## config.mk

```make
export PLATFORM = sky130hd
export DESIGN_NAME = path_sequencer
export DESIGN_NICKNAME = d
export VERILOG_FILES = /design/src/rtl/path_sequencer.sv
export SDC_FILE = /design/constraint.sdc
export NUM_CORES = 1
export LEC_CHECK = 0
export BUFFER_PORTS_ARGS = -buffer_cell sky130_fd_sc_hd__buf_4
export CORE_MARGIN = 1.5
export CORE_UTILIZATION = 60
export DETAILED_ROUTE_END_ITERATION = 12
export PLACE_DENSITY = 0.8
export SYNTH_ARGS = -nofsm -noshare
export SYNTH_HDL_FRONTEND = slang
export SYNTH_SLANG_ARGS = --single-unit
```

## constraint.sdc

```tcl
create_clock -name clk_3125KHz -period 2.95 [get_ports clk_3125KHz]
set_input_delay 0.1475 -clock clk_3125KHz [delete_from_list [all_inputs] [get_ports clk_3125KHz]]
set_output_delay 0.1475 -clock clk_3125KHz [all_outputs]
set_load 0.02 [all_outputs]
```

## src/rtl/path_sequencer.sv

```systemverilog
// path_sequencer -- turn-plan sequencer for a line-following robot.
//
// A plan of 2-bit turn codes (0 straight, 1 right, 2 U-turn, 3 left) is
// written while idle, validated with plan_commit/plan_len, then replayed one
// entry per accepted node_changed pulse once start is seen.
//
// Ports
//   clk_3125KHz   in   sole clock, rising edge
//   rst           in   asynchronous active-high reset
//   plan_wr_en    in   plan memory write strobe (honoured only in IDLE)
//   plan_wr_addr  in   [4:0] write address
//   plan_wr_data  in   [1:0] turn code
//   plan_commit   in   pulse, validates plan_len
//   plan_len      in   [5:0] number of valid entries
//   start         in   level, begins traversal from ARMED
//   clear         in   pulse, abandons the plan (wins over everything else)
//   node_changed  in   pulse from line follower on node exit
//   turn_flag     out  [1:0] turn code for the next node
//   end_path      out  plan exhausted
//   node_idx      out  [5:0] current plan entry
//   busy          out  ARMED or RUN
//   plan_err      out  one-cycle pulse on a rejected commit
//
// Build option
//   PATH_SEQ_LOOP_EN  when defined, the last entry wraps back to entry 0 and
//                     the sequencer stays in RUN forever (end_path never set).
module path_sequencer #(
  parameter int DEPTH   = 32,
  parameter int MIN_GAP = 3125
) (
  input  logic       clk_3125KHz,
  input  logic       rst,
  input  logic       plan_wr_en,
  input  logic [4:0] plan_wr_addr,
  input  logic [1:0] plan_wr_data,
  input  logic       plan_commit,
  input  logic [5:0] plan_len,
  input  logic       start,
  input  logic       clear,
  input  logic       node_changed,
  output logic [1:0] turn_flag,
  output logic       end_path,
  output logic [5:0] node_idx,
  output logic       busy,
  output logic       plan_err
);

  localparam logic [5:0]  DEPTH_L = 6'(DEPTH);
  localparam logic [15:0] GAP_L   = 16'(MIN_GAP);

  typedef enum logic [1:0] {
    IDLE  = 2'd0,
    ARMED = 2'd1,
    RUN   = 2'd2,
    DONE  = 2'd3
  } state_t;

  state_t      state_q, state_d;
  logic [5:0]  len_q,   len_d;
  logic [5:0]  idx_q,   idx_d;
  logic [15:0] gap_q,   gap_d;
  logic [1:0]  turn_q,  turn_d;
  logic        end_q,   end_d;
  logic        err_q,   err_d;

  // Full 32-entry array so the 5-bit address never needs narrowing; entries
  // at or beyond DEPTH are simply never written.
  logic [1:0]  mem_q [0:31];

  logic [5:0]  idx_nx;
  logic        accept;

  // Plan memory: no reset, contents survive clear.
  always_ff @(posedge clk_3125KHz) begin
    if (state_q == IDLE && plan_wr_en && ({1'b0, plan_wr_addr} < DEPTH_L))
      mem_q[plan_wr_addr] <= plan_wr_data;
  end

  always_comb begin
    idx_nx  = idx_q + 6'd1;
    // Early pulses are dropped outright, not deferred.
    accept  = (state_q == RUN) && node_changed && (gap_q == 16'd0);

    state_d = state_q;
    len_d   = len_q;
    idx_d   = idx_q;
    gap_d   = gap_q;
    turn_d  = turn_q;
    end_d   = end_q;
    err_d   = 1'b0;

    if (clear) begin
      state_d = IDLE;
      idx_d   = 6'd0;
      turn_d  = 2'd0;
      end_d   = 1'b0;
      gap_d   = 16'd0;
    end else begin
      unique case (state_q)
        IDLE: begin
          if (plan_commit) begin
            if (plan_len >= 6'd1 && plan_len <= DEPTH_L) begin
              len_d   = plan_len;
              state_d = ARMED;
            end else begin
              err_d   = 1'b1;
            end
          end
        end
        ARMED: begin
          if (start) begin
            state_d = RUN;
            idx_d   = 6'd0;
            turn_d  = mem_q[0];
            gap_d   = GAP_L;
          end
        end
        RUN: begin
          if (accept) begin
            gap_d = GAP_L;
            if (idx_nx < len_q) begin
              idx_d  = idx_nx;
              turn_d = mem_q[idx_nx[4:0]];
            end else begin
`ifdef PATH_SEQ_LOOP_EN
              idx_d  = 6'd0;
              turn_d = mem_q[0];
`else
              state_d = DONE;
              idx_d   = len_q;
              turn_d  = 2'd0;
              end_d   = 1'b1;
              gap_d   = 16'd0;
`endif
            end
          end else if (gap_q != 16'd0) begin
            gap_d = gap_q - 16'd1;
          end
        end
        DONE: ;  // hold until clear
        default: state_d = IDLE;
      endcase
    end
  end

  always_ff @(posedge clk_3125KHz or posedge rst) begin
    if (rst) begin
      state_q <= IDLE;
      len_q   <= 6'd0;
      idx_q   <= 6'd0;
      gap_q   <= 16'd0;
      turn_q  <= 2'd0;
      end_q   <= 1'b0;
      err_q   <= 1'b0;
    end else begin
      state_q <= state_d;
      len_q   <= len_d;
      idx_q   <= idx_d;
      gap_q   <= gap_d;
      turn_q  <= turn_d;
      end_q   <= end_d;
      err_q   <= err_d;
    end
  end

  assign turn_flag = turn_q;
  assign end_path  = end_q;
  assign node_idx  = idx_q;
  assign busy      = (state_q == ARMED) || (state_q == RUN);
  assign plan_err  = err_q;

endmodule

```

# Word level (Yosys, flattened, before mapping)
# Memory sizes are Yosys's and may differ from the RTL's.
# Cells that the tools add are included.
# word_totals
out_inout_bits,11
in_bits,20
reg_bits,34
memories,1
ramBits,64
word_cells,73
# mem_list
memory,depth,width,read_ports,rd_clocked_by_memory_dff,wr,line,text
mem_q,32,2,2,0,1,68,logic [1:0] mem_q [0:31];
# op_classes
add_sub_neg,2
n_eq_ne,9
n_mux,33
n_bitwise,1
n_reduce_logical,17
n_lt_le_gt_ge,3
# ops
cell,count
16-bit 2-to-1 mux,4
16-bit one-hot mux with 2 select lines,1
6-bit 2-to-1 mux,4
2-bit 2-to-1 mux,10
16-bit logical NOT,1
16-bit nonzero test,1
"16-bit by 1-bit subtractor with 16-bit output, second input constant",1
12-bit 2-to-1 mux,1
"3-bit != test, second input constant",4
6-bit one-hot mux with 2 select lines,1
1-bit 2-to-1 mux,10
3-bit AND reduction,3
"6-bit by 1-bit adder with 6-bit output, second input constant",1
"6-bit by 1-bit greater-or-equal comparator with 1-bit output, second input constant",1
"6-bit less-or-equal comparator, second input constant",1
6-bit less-than comparator,1
2-bit one-hot mux with 3 select lines,1
6-bit AND reduction,1
1-bit logical AND,4
"4-bit != test, second input constant",1
2-bit one-hot mux with 2 select lines,1
4-bit AND reduction,1
2-bit nonzero test,2
4-bit nonzero test,1
8 further kinds,8

# Longest topological paths before layout
# depth
word_depth,6
ltp_mapped,13

# Worst setup path after synthesis
# No wires, ideal clock.
# synth_timing
path_kind,register to register
from,"register idx_q[0], in the netlist node_idx[0]"
to,register state_q[0]
arrival_ps,2695
synth_period_minus_slack_ps,2820
path_slack_ps,130
required_time_ps,2825
path_stages_with_launch,13
path_buffers,3
path_cell_list,dfrtp_1 > buf_4 > buf_6 > buf_4 > nand3_1 > xnor2_1 > ha_1 > and4_1 > o21ai_1 > nand2_1 > a21o_4 > a31oi_4 > mux2_4
# synth_between
elab_chain_len,4
# synth_rtl
item,line,text
from (decl),60,"logic [5:0] idx_q, idx_d;"
from (signal assigned),158,idx_q <= idx_d;
6-bit by 1-bit adder with 6-bit output,80,idx_nx = idx_q + 6'd1;
6-bit less-than comparator,121,if (idx_nx < len_q) begin
3-bit != test (no line),n/a,
6-bit AND reduction (no line),n/a,
to (signal assigned),156,state_q <= state_d;
to (decl),58,"state_t state_q, state_d;"
# No other way between the ends.
# A chain may end at the register's enable or synchronous reset.

# Final worst setup path
# layout_timing
from,"register idx_q[1], in the netlist node_idx[1]"
to,"register turn_q[1], in the netlist turn_flag[1]"
# layout_between
elab_chain_len,6
# layout_rtl
item,line,text
6-bit by 1-bit adder with 6-bit output (*),80,
memory 32 x 2 bit / 6-bit less-than comparator (equally long branches),n/a,
2-bit 2-to-1 mux (*),121,
2-bit 2-to-1 mux (*),119,if (accept) begin
2-bit one-hot mux with 2 select lines (*),99,unique case (state_q)
2-bit 2-to-1 mux (*),92,if (clear) begin
to (signal assigned),160,turn_q <= turn_d;
to (decl),62,"logic [1:0] turn_q, turn_d;"
# Mark *: on every way between the ends. The rest lies on a longest branch, timed or not. The select of a mux whose other input is x is not followed.

==> impl_metrics.env <==
export IMPL_r2r_worst_path_cells=12
export IMPL_synth_adder_area_share=0.02858
export IMPL_crit_type="register to register"
export IMPL_die_x_um=92.59
export IMPL_chipHeight_um=92.59
export IMPL_syn_nets=422
export IMPL_clock_path_buffers=2
export IMPL_synth_area_mux_share=0.09275
export IMPL_multi_input_area_um2=1889
export IMPL_cp_slowest_cell="dfrtp_2"
export IMPL_seq_area_frac_synth=0.5757
export IMPL_num_vias=3242
export IMPL_final_cells=536
export IMPL_slowest_delay_ns=0.46
export IMPL_path_common_cell="ha_1"
export IMPL_slew_violations=0
export IMPL_diodes=0
export IMPL_pin_count=31
export IMPL_tightest_slew_ns=1.115
export IMPL_ys_flop_type="edfxtp_1"
export IMPL_netlist_instances=391
export IMPL_synth_compound_area_frac=0.1018
export IMPL_fin_crit_ns=2.746
export IMPL_synth_warnings=0
export IMPL_grtUsageTotal=0.2396
export IMPL_rows=32
export IMPL_routed_wirelength_um=9241
export IMPL_synthArstFlopShare=0.3469
export IMPL_yosysTopAreaCell="edfxtp_1"
export IMPL_rsz0062_at_grt="no"
export IMPL_synth_edf_count=64
export IMPL_r2r_end="turn_flag[1]$_DFFE_PP0P_"
export IMPL_hold_violations=0
export IMPL_io_buffers=30
export IMPL_ys_seq_elements=98
export IMPL_cts_num_sinks=98
export IMPL_status="finished clean"
export IMPL_syn_avg_cell_area_um2=12.32
export IMPL_grt_pass1_wl_um=15480
export IMPL_netlist_area_leader_share=0.3991
export IMPL_fin_tns_setup_ns=0
export IMPL_peakVddDrop_mv=0.2866
export IMPL_whs_ns=0.01291
export IMPL_hp_class="primary input to register"
export IMPL_crit_end="turn_flag[1]$_DFFE_PP0P_"
export IMPL_synthTopCellsByArea="edfxtp_1 40%, dfrtp_1 18%, mux4_2 7.5%"
export IMPL_timing_rr_start="node_idx[1]$_DFFE_PP0P_"
export IMPL_areaGrowthSynthToFinish_pct=11.98
export IMPL_critPathTopFamily="simple AND/OR/NAND/NOR gates"
export IMPL_vias_per_cell=6.049
export IMPL_dp_hpwl_um=6372
export IMPL_h_tree_depth=3
export IMPL_grt_overflow=0
export IMPL_nNetsFinal=460
export IMPL_fmax_ghz=0.3642
export IMPL_synth_top_family_by_area="simple AND/OR/NAND/NOR gates"
export IMPL_start_util=0.6200
export IMPL_worstPathCellList="ha_1, nand3_1, xor2_2, inv_1, ha_1, and4_1, o21ai_1, nand2_1, buf_4, nor3_1, a21oi_1, o41ai_1"
export IMPL_setup_viol=0
export IMPL_critPathArrivalTime_ns=3.01
export IMPL_seq_area_um2=2774
export IMPL_drcViolationCount=0
export IMPL_wl_per_cell_um=17.24
export IMPL_yosys_area_share_simple=0.1442
export IMPL_grt_start_max_net_pins=35
export IMPL_cp_startpoint="node_idx[1]$_DFFE_PP0P_"
export IMPL_period_share=0.9308
export IMPL_clock_latency_ns=0.37
export IMPL_fp_coreArea_um2=7767
export IMPL_cts_tree="yes"
export IMPL_routabilityCongestion=0.8839
export IMPL_synth_xor_xnor_area_share=0.02338
export IMPL_p_per_area_nw_per_um2=670.4
export IMPL_die_area_um2=8573
export IMPL_crit_buf_inv=2
export IMPL_drive_above_1_share=0.2120
export IMPL_endpoint_kind="register"
export IMPL_timing_slew_headroom=0.2534
export IMPL_max_cap_violations=0
export IMPL_worstPathRequired_ns=3.21
export IMPL_yosysUniqueCellTypes=61
export IMPL_cts_made_buffers=9
export IMPL_worst_path_stages=12
export IMPL_antenna_found_initial=0
export IMPL_ff2ff_setup_slack_ns=0.20
export IMPL_fillers=553
export IMPL_skew_ns=0.01143
export IMPL_critPathLaunchType="register"
export IMPL_grt_pass1_vias=3193
export IMPL_synth_area_um2=4816
export IMPL_drt_iter0_drc=170
export IMPL_ant_nets=0
export IMPL_clockRootBuffer="clkbuf_8"
export IMPL_drt_pass1_iter_count=4
export IMPL_cp_max_fo=11
export IMPL_clk_pin_slew_ns=0.10
export IMPL_p_leak_uw=0.001970
export IMPL_placedCellCount=517
-- what timing repair did --
| item | in CTS | in global routing |
|---|---|---|
| setup endpoints to repair | 0 | 9 |
| buffers inserted | 0 | 0 |
| gates resized for setup | 0 | 3 |
| hold buffers | 3 | 0 |
| hold endpoints to repair | 36 | 0 |
-- registers in the layout, indices dropped and copies added, names as in the netlist --
signal / count
state_q: 2
turn_flag: 2
plan_err: 1
len_q: 6
node_idx: 6
gap_q: 16
mem_q: 64
end_path: 1
-- where the power goes --
| group | switching (uW) | internal [uW] |
|---|---|---|
| clock | 507 | 331 |
| sequential | 98.9 | 1590 |
| combinational | 639 | 452 |
| total | 1240 | 2370 |
-- layout make-up --
cell class | instances | share of cell area
clock inverters | 7 | 0.01346
repair buffers | 44 | 0.06334
multi-input cells | 259 | 0.3503
inverters | 17 | 0.01183
well taps | 102 | 0.02367
clock buffers | 9 | 0.02297
flip-flops and latches | 98 | 0.5144
-- tightest hold or removal path, delay by kind of cell --
family	cells	cell delay [ns]
buffers and inverters	1	0.09
AOI/OAI and AO/OA	1	0.06
and+or+nand+nor	1	0.04
-- synth_stat cells, drive strengths merged, types with 6 or more instances --
cell,count
buf,12
nor3,12
or3,7
a31oi,6
inv,17
ha,11
mux4,16
o21ai,17
nand2,27
dfrtp,34
nor4,6
mux2i,6
xnor2,8
edfxtp,64
nor2,63
a21oi,20
nand3,6
-- per-stage QoR --
| step | instance area [um^2] | total power, uW | setup WS (ns) | utilization |
|---|---|---|---|---|
| 2_1_floorplan | 4816 | 2520 | 0.1296 | - |
| 6_report | 5393 | 3615 | 0.2040 | 0.6943 |
| 3_5_place_dp | 5154 | 2792 | 0.1960 | 0.6635 |
| 4_1_cts | 5380 | 3631 | 0.1599 | 0.6927 |
| 3_3_place_gp | 5154 | 2762 | 0.2917 | 0.6635 |
| 5_1_grt | 5393 | 3824 | 0.008273 | 0.6943 |
-- routing by layer --
| metal | part of all wire | track usage | vias up | routed length (um) |
|---|---|---|---|---|
| li1 | - | - | 1531 | - |
| met1 | 0.43 | 0.3265 | 1578 | 4018 |
| met2 | 0.49 | 0.3768 | 115 | 4505 |
| met3 | 0.057 | 0.05008 | 18 | 523 |
| met4 | 0.021 | 0.1000 | 0 | 193 |
| met5 | 0 | 0 | - | 0 |
-- how the worst min path moves through the flow --
stage / start / to / slack, ns / cells past startpoint
floorplan: plan_wr_data[0] / mem_q[0][0]$_DFFE_PP_ / 0.25 / 0
global placement: rst / node_idx[4]$_DFFE_PP0P_ / 0.28 / 3
detailed placement: rst / len_q[3]$_DFFE_PP0P_ / 0.28 / 3
CTS: plan_len[5] / len_q[5]$_DFFE_PP0P_ / 0.002 / 3
global route: plan_len[4] / len_q[4]$_DFFE_PP0P_ / 0.005 / 3
finish: plan_len[5] / len_q[5]$_DFFE_PP0P_ / 0.01 / 3
-- logic make-up after synthesis --
kind of cell	after synthesis
AO/OA/AOI/OAI	70
XOR/XNOR	12
adder cells (fa/ha/maj)	11
buffers and inverters	34
flip-flops	98
multiplexers	24
AND/OR/NAND/NOR	142
-- cell usage in the layout (no fill, tap or decap), types with 3 or more instances in the layout --
cell and n:
inv_1 17, or3_1 6, ha_1 11, nand3b_1 5
mux4_2 16, clkbuf_8 9, nor4_1 5, dfrtp_1 33
dlygate4sd3_1 3, o22a_1 4, a31oi_1 5, edfxtp_1 64
nand2_1 26, a211oi_1 3, nor3_1 12, and3_1 3
a21oi_1 20, xnor2_1 8, mux2i_1 6, o21ai_0 15
a41oi_1 3, nor2_1 62, buf_4 40, nand3_1 6
(Power assumes the default switching activity.)
